<file path="src/rtl/ram_fifo_pkg.sv">
// Shared constants and the grant encoding for the RAM-backed FIFO controller.
package ram_fifo_pkg;

  localparam int DW    = 8;
  localparam int AW    = 8;
  localparam int DEPTH = 2 ** AW;

  typedef enum logic [1:0] {
    GNT_NONE,
    GNT_WR,
    GNT_RD
  } gnt_e;

  function automatic logic is_full(input logic [AW:0] count);
    return count == (AW + 1)'(DEPTH);
  endfunction

endpackage

</file>
<file path="src/rtl/ram_fifo_arb.sv">
// Two-way round-robin arbiter for the single RAM port: a contested cycle goes
// to whichever side lost the previous contested cycle.
module ram_fifo_arb
  import ram_fifo_pkg::*;
(
  input  logic clk,
  input  logic rst_n,
  input  logic wr_req,
  input  logic rd_req,
  output gnt_e gnt
);

  logic last_rd;

  always_comb begin
    gnt = GNT_NONE;
    if (wr_req && rd_req) begin
      gnt = last_rd ? GNT_WR : GNT_RD;
    end else if (wr_req) begin
      gnt = GNT_WR;
    end else if (rd_req) begin
      gnt = GNT_RD;
    end
  end

  // Uncontested grants leave the history alone so alternation only tracks real conflicts.
  always_ff @(posedge clk or negedge rst_n) begin
    if (!rst_n) begin
      last_rd <= 1'b1;
    end else if (wr_req && rd_req) begin
      last_rd <= (gnt == GNT_RD);
    end
  end

endmodule

</file>
<file path="src/rtl/ram_fifo_ctrl.sv">
// Streaming FIFO controller over one port of the 8-bit RAM: owns the pointers,
// occupancy and the output-valid flag; the RAM's registered dout is the pop data.
module ram_fifo_ctrl #(
  parameter int DW = 8,
  parameter int AW = 8
) (
  input  logic          clk,
  input  logic          rst_n,
  input  logic          s_valid,
  output logic          s_ready,
  input  logic [DW-1:0] s_data,
  output logic          m_valid,
  input  logic          m_ready,
  output logic [DW-1:0] m_data,
  output logic          ram_en,
  output logic          ram_wr,
  output logic [AW-1:0] ram_addr,
  output logic [DW-1:0] ram_din,
  input  logic [DW-1:0] ram_dout,
  output logic [AW:0]   level
);

  import ram_fifo_pkg::*;

  localparam logic [AW:0] FULL_COUNT = {1'b1, {AW{1'b0}}};

  logic [AW-1:0] wptr;
  logic [AW-1:0] rptr;
  logic [AW-1:0] addr_q;
  logic [DW-1:0] din_q;
  logic [AW:0]   ram_count;
  logic          wr_req;
  logic          rd_req;
  logic          wr_gnt;
  logic          rd_gnt;
  gnt_e          gnt;

  assign wr_req = s_valid && (ram_count != FULL_COUNT);
  assign rd_req = (ram_count != '0) && (!m_valid || m_ready);

  ram_fifo_arb u_arb (
    .clk    (clk),
    .rst_n  (rst_n),
    .wr_req (wr_req),
    .rd_req (rd_req),
    .gnt    (gnt)
  );

  // Grants are qualified by rst_n so nothing reaches the RAM or upstream while in reset.
  assign wr_gnt  = rst_n && (gnt == GNT_WR);
  assign rd_gnt  = rst_n && (gnt == GNT_RD);
  assign s_ready = wr_gnt;
  assign ram_en  = wr_gnt || rd_gnt;
  assign ram_wr  = wr_gnt;
  assign m_data  = ram_dout;
  assign level   = ram_count + (AW + 1)'(m_valid);

  always_comb begin
    ram_addr = addr_q;
    ram_din  = din_q;
    if (wr_gnt) begin
      ram_addr = wptr;
      ram_din  = s_data;
    end else if (rd_gnt) begin
      ram_addr = rptr;
    end
  end

  // A read grant refills the output in the same edge a pop drains it, giving full-rate pops.
  always_ff @(posedge clk or negedge rst_n) begin
    if (!rst_n) begin
      wptr      <= '0;
      rptr      <= '0;
      addr_q    <= '0;
      din_q     <= '0;
      ram_count <= '0;
      m_valid   <= 1'b0;
    end else begin
      if (ram_en) begin
        addr_q <= ram_addr;
      end
      if (wr_gnt) begin
        wptr      <= wptr + AW'(1);
        din_q     <= s_data;
        ram_count <= ram_count + (AW + 1)'(1);
      end
      if (rd_gnt) begin
        rptr      <= rptr + AW'(1);
        ram_count <= ram_count - (AW + 1)'(1);
        m_valid   <= 1'b1;
      end else if (m_ready) begin
        m_valid   <= 1'b0;
      end
    end
  end

endmodule

</file>
<file path="config.mk">
export PLATFORM = sky130hd
export DESIGN_NAME = ram_fifo_ctrl
export DESIGN_NICKNAME = d
export VERILOG_FILES = /design/src/rtl/ram_fifo_pkg.sv /design/src/rtl/ram_fifo_arb.sv /design/src/rtl/ram_fifo_ctrl.sv
export SDC_FILE = /design/constraint.sdc
export NUM_CORES = 1
export LEC_CHECK = 0
export CAP_MARGIN = 5
export CELL_PAD_IN_SITES_DETAIL_PLACEMENT = 0
export CELL_PAD_IN_SITES_GLOBAL_PLACEMENT = 2
export CORE_ASPECT_RATIO = 0.7
export CORE_UTILIZATION = 30
export CTS_BUF_LIST = sky130_fd_sc_hd__clkbuf_8
export DETAILED_ROUTE_END_ITERATION = 12
export GPL_TIMING_DRIVEN = 0
export MAX_ROUTING_LAYER = met4
export PLACE_DENSITY_LB_ADDON = 0.15
export REMOVE_ABC_BUFFERS = 1
export SKIP_CTS_REPAIR_TIMING = 1
export SKIP_LAST_GASP = 1
export SLEW_MARGIN = 40
export SYNTH_ARGS = -nofsm -noshare
export SYNTH_HDL_FRONTEND = slang
export SYNTH_SLANG_ARGS = --single-unit
</file>
<file path="constraint.sdc">
create_clock -name clk -period 3.3 [get_ports clk]
set_input_delay 0.66 -clock clk [delete_from_list [all_inputs] [get_ports clk]]
set_output_delay 0.66 -clock clk [all_outputs]
set_load 0.005 [all_outputs]
</file>
Yosys cells after proc, flatten, opt, wreduce, memory -nomap -nowiden:

Cells that the tools add are included.

* input bits: 20
* logic and storage cells: 37
* output and inout port bits: 37
* register bits after elaboration: 43

* reduce and logical (&&, ||, !) cells: 11
* equality and inequality tests: 3
* mux-type cells: 11
* $add $sub $neg: 5

Operator list (count)
* $mux 8: 3
* $mux 9: 2
* $add 8x1->8 const B: 2
* $add 9x1->9: 1
* $add 9x1->9 const B: 1
* $ne 9x9->1 const B: 1
* $reduce_bool 9->1: 1
* $sub 9x1->9 const B: 1
* $mux 2: 4
* $logic_and 1x1->1: 5
* $reduce_bool 2->1: 2
* $eq 2x1->1 const B: 1
* $eq 2x2->1 const B: 1
* $logic_or 1x1->1: 2
* $mux 1: 2
* $logic_not 1->1: 1

Depth between registers and ports, before layout:

* word-level depth: 10
* gate-level depth with buffers: 10
* depth with buffers taken out: 9

Hierarchy:

Synthesis repeated with hierarchy kept, for this count alone.

* cells, all modules: 218
* area, all modules: 2169.6 µm²

Modules (own cells, without submodules)
* ram_fifo_ctrl: sequential area each 1051.0 µm², area an instance 2112.0 µm², instances 1, cells each 212
* ram_fifo_arb: sequential area each 26.3 µm², area an instance 57.6 µm², instances 1, cells each 6

Least setup slack after synthesis:

No wires, ideal clock.

* path kind: reg2reg
* start point: reg ram_count[1]
* end point: reg ram_count[8]
* stages on the path, launching flop included: 11
* setup slack: 0.241 ns
* data required time: 3.220 ns
* path buffers: 1
* data arrival time: 2.979 ns
* period minus slack after synthesis: 3.059 ns
* setup time: 0.080 ns
* cell sequence: dfrtp_1 or4_1 nor3_4 nor3_1 clkbuf_1 fa_1 a211oi_1 o21bai_1 a31oi_1 mux2i_1 xnor2_1

* cells in the longest elaborated chain, start to end: 8
* elaborated cells on any way between the ends: 17
* those cells by class: 2 x add/sub; 3 x eq/ne; 5 x mux; 7 x reduce/logical

RTL lines
* start: declaration: line ram_fifo_ctrl.sv:31 `logic [AW:0] ram_count;`
* start signal: assignment: line ram_fifo_ctrl.sv:85 `ram_count <= ram_count + (AW + 1)'(1);`
* start signal: assignment: line ram_fifo_ctrl.sv:89 `ram_count <= ram_count - (AW + 1)'(1);`
* $reduce_bool 9->1: line ram_fifo_ctrl.sv:39 `assign rd_req = (ram_count != '0) && (!m_valid || m_ready);`
* $logic_and 1x1->1: line ram_fifo_ctrl.sv:39
* $mux 2: line ram_fifo_arb.sv:21 `end else if (rd_req) begin`
* $mux 2: line ram_fifo_arb.sv:19 `end else if (wr_req) begin`
* $mux 2 *: line ram_fifo_arb.sv:17 `if (wr_req && rd_req) begin`
* $eq 2x2->1 *: line ram_fifo_ctrl.sv:51 `assign rd_gnt = rst_n && (gnt == GNT_RD);`
* $logic_and 1x1->1 *: line ram_fifo_ctrl.sv:51
* named net rd_gnt: line ram_fifo_ctrl.sv:35 `logic rd_gnt;`
* $mux 9 or $reduce_bool 2->1 (tied branches)

Mark *: on every way through the listed nets, which the timed path passes. The rest lies on a longest branch. The select of a mux whose other input is x is not followed.
A chain may end at the register's enable or synchronous reset.

Worst setup path in the final report:

* start point: reg ram_count[1]
* end point: out ram_din[0]

* cells in the longest elaborated chain, start to end: 8
* elaborated cells on any way between the ends: 11
* those cells by class: 2 x eq/ne; 4 x mux; 5 x reduce/logical

RTL lines
* $reduce_bool 9->1: line ram_fifo_ctrl.sv:39
* $logic_and 1x1->1: line ram_fifo_ctrl.sv:39
* $mux 2: line ram_fifo_arb.sv:21
* $mux 2: line ram_fifo_arb.sv:19
* $mux 2 *: line ram_fifo_arb.sv:17
* $eq 2x1->1 *: line ram_fifo_ctrl.sv:50 `assign wr_gnt = rst_n && (gnt == GNT_WR);`
* $logic_and 1x1->1 *: line ram_fifo_ctrl.sv:50
* $mux 8 *
* end: declaration: line ram_fifo_ctrl.sv:18 `output logic [DW-1:0] ram_din,`

Every way passes the cells marked *; elsewhere a longest branch is shown, timed or not.

==> run summary <==
By area, the combinational part of the netlist is dominated by compound AO/OA/AOI/OAI gates. The endpoint type of the worst setup path is an output port. The clock drives 43 sinks. The most used flip-flop cell after synthesis is dfrtp_1. The global-route wire length before repair is 8650 um.

The switching power total is 1.09 mW. The detail-routed via count per cell came out at 4.87. The via count of the first global-routing pass is 1662. Once detail routing completed, the nets flagged for antenna violations numbered 0.

The finished layout cell area is 0.00340 mm^2. The setup skew after layout is 6.99 ps. The leading cell type in the layout, fill and taps excluded is buf_4. The number of enable-type register cells in the synthesized netlist came out at 0. The worst IR drop on VDD is 0.362 mV. The global placement routability congestion came out at 0.721. Data on the critical path is required at its endpoint by 2640 ps.

The number of buffers added by the clock tree synthesis step is 5. At the pin with the least slew margin, the transition time is 635 ps. The run finished, with violations left. The portion of netlist area occupied by mux cells is 8.26%.

For the finished layout, the period the worst path requires is 3320 ps. The worst path uses 101% of the clock period. The area of the core came out at 0.00787 mm^2.

Input and output buffers added on the ports amount to 40. The diode insertion count for antenna repair is 0. The floorplan has 27 rows.

The power per standard cell area is 886 mW/mm^2. In the routed design, unresolved DRC markers number 0. The clock network burns 11.5% of the power.

The final reports fail on setup timing. The root buffer cell chosen for the clock tree is clkbuf_8. The die is 77.4 um tall. Across the run, the number of max-cap violations was 0. The kind of critical path is reg -> out. In this run, the combinational gates consume 54.9% of the power. The area growth from synthesis to layout is 39.5%.

The share of synthesized cell area in and, or, nand and nor gates is 10.9%. The overflow left after global routing is 0. The library cells used most frequently in the layout, excluding fill and tap cells, are buf_4 (39), dfrtp_1 (36), xnor2_1 (27). The upper clock frequency limit is 301 MHz.

The placement-stage worst setup slack came out at -436 ps. The number of setup violations in the final report is 2. The starting density of the core is 31.0%.

During synthesis, Yosys emitted a total of 0 warnings. The overall die area is 0.00850 mm^2. The startpoint of the worst register-to-register path is ram_count[1]$_DFFE_PN0P_. The number of buffers on the longest clock path came out at 2. The tightest min-delay check is of the in -> async type. Clock-pin slew was measured on the worst setup and hold paths at 80 ps.

The minimum setup slack among reg-to-reg paths came out at 100 ps. The async set-reset flop share out of synthesis came out at 100%. The number of nets in the finished design is 323. The fraction of the mapped netlist area in adder cells is 6.46%.

The count of filler cells inserted in the layout is 779. The post-synthesis area per instance came out at 11.3 um^2. In this run the number of H-tree levels came out at 2.

In this run the count of I/O pins placed on the die edge is 57. The clock latency reported for the late side of the worst-skew pair is 290 ps. Setup repair after global routing could not meet its margin everywhere. The hold violation total from the final report is 0. STA puts the critical path data arrival time at 2660 ps. The highest fanout seen on the critical path is 6. Setup slack on the critical path of the routed design comes to -23.4 ps.

Of the cells placed in the final design, the portion with a size suffix greater than 1 is 30.9%. Summing the areas of all xor and xnor instances in the mapped netlist gives 10.4% of the synthesized area. The final max-slew violation count came out at 0.

STA classifies the critical path startpoint as a flop. The utilization after layout is 43.2%. The internal power contribution came out at 1.93 mW. The synthesized flop and latch total came out at 43. The distinct cell type count of the synthesized netlist came out at 43. After detailed routing, the average wire length per cell comes to 15.8 um.

The post-placement cell area is 0.00288 mm^2. For this block, the routed nets add up to 6200 um of wire. The synthesized netlist occupies a cell area of 0.00244 mm^2. The depth of the worst register-to-register path is 13.

The initial antenna violation count came to 0. The critical path starts at ram_count[1]$_DFFE_PN0P_. The die width came out at 110 um.

The synthesized netlist cell count is 215. Across every metal layer, demand over resource in global routing totals 13.7%. The maximum number of pins on one net before global-route repair came out at 36. After synthesis, flip-flops and latches occupy 44.2% of the total area. The routed via count is 1909.

The endpoint identified for the worst register-to-register timing path is ram_count[8]$_DFFE_PN0P_. In this run the tightest slew margin relative to its limit is 57.6%. Summed over all nets, the half-perimeter wirelength after detailed placement is 3670 um. The number of detailed-route iterations in the first pass is 5. TritonCTS built the clock tree. The number of DRC markers in iteration 0 came out at 84.

Registers are responsible for 33.6% of the overall power. Summing the areas of all compound-gate instances in the mapped netlist gives 13.5% of the synthesized area. In this run switching power makes up 36.0% of total power. For this design the static power due to leakage is 1.71 nW.
## layout make-up
cell class                      count  area [um^2]  area share (%)
Inverter                            5         18.8           0.552
Sequential cell                    43         1080            31.9
Clock inverter                      1         5.00           0.147
Clock buffer                        6         82.6            2.43
Tap cell                          101          126            3.71
Timing Repair Buffer               82          786            23.1
Multi-Input combinational cell    154         1300            38.2
## sequential cells by signal, indices dropped and copies added (netlist names)
register,cells
addr_q,8
din_q,8
m_valid,1
ram_count,9
rptr,8
u_arb.last_rd,1
wptr,8
## critical path, cell delays in order (launching register included)
cell and delay (ps):
dfrtp_2 440, or4_4 570, nor3_4 200, buf_6 140, o211a_4 210, mux2_2 360
clkdlybuf4s50_1 450
## power by group through the flow
stage	sequential [mW]	clock [mW]	combinational [mW]
global placement	1.02	0	1.38
finish	1.01	0.346	1.65
detailed placement	1.02	0	1.39
floorplan	0.936	0	0.868
CTS	1.01	0.363	1.40
global route	1.05	0.388	1.83
## routing by layer
layer,up-vias,GRT usage (%),part of all wire [%]
li1,928,-,-
met3,2,4.12,5.0
met4,0,3.20,0.40
met1,929,21.1,53
met2,50,16.9,41
met5,-,-,0
## logic make-up after synthesis
| logic type | count (synthesis) |
|---|---|
| AO/OA/AOI/OAI | 44 |
| XOR/XNOR | 29 |
| adder cells (fa/ha/maj) | 12 |
| buffers and inverters | 21 |
| flip-flops | 43 |
| multiplexers | 18 |
| AND/OR/NAND/NOR | 48 |
## per-stage QoR
step                      TNS, ps  power (mW)  cells  hold slack (ps)
after CTS                   -7390        2.77    352              183
after floorplan            -12300        1.80    199              364
after global placement    -159140        2.40    340              458
final                       -35.8        3.01    392              211
after detailed placement    -5090        2.41    345              466
after global routing         -610        3.27    392              199
## worst max path at each step
stage | endpoint | slack (ps)
floorplan | ram_count[8]$_DFFE_PN0P_ | -800
global placement | ram_addr[3] | -4860
detailed placement | ram_addr[3] | -440
CTS | ram_addr[3] | -530
global route | ram_din[0] | -90
finish | ram_din[0] | -20
## Yosys cell counts (all sizes together) (2+ instances only)
library cell | count | area [um^2]
dfrtp | 42 | 1050
xnor2 | 27 | 236
mux2 | 17 | 191
a21o | 15 | 113
buf | 15 | 130
nand2 | 12 | 45.0
ha | 11 | 138
nand4 | 8 | 50.1
a22o | 7 | 61.3
nand3 | 6 | 30.0
a21oi | 5 | 25.0
inv | 5 | 18.8
nor3 | 5 | 36.3
nor2 | 4 | 17.5
and3 | 3 | 18.8
o21ai | 3 | 15.0
a221oi | 2 | 17.5
and2 | 2 | 12.5
nand2b | 2 | 12.5
nor4 | 2 | 12.5
o211ai | 2 | 15.0
o21a | 2 | 15.0
o21bai | 2 | 15.0
or4 | 2 | 18.8
xor2 | 2 | 17.5
Power figures use the tool's default switching activity.
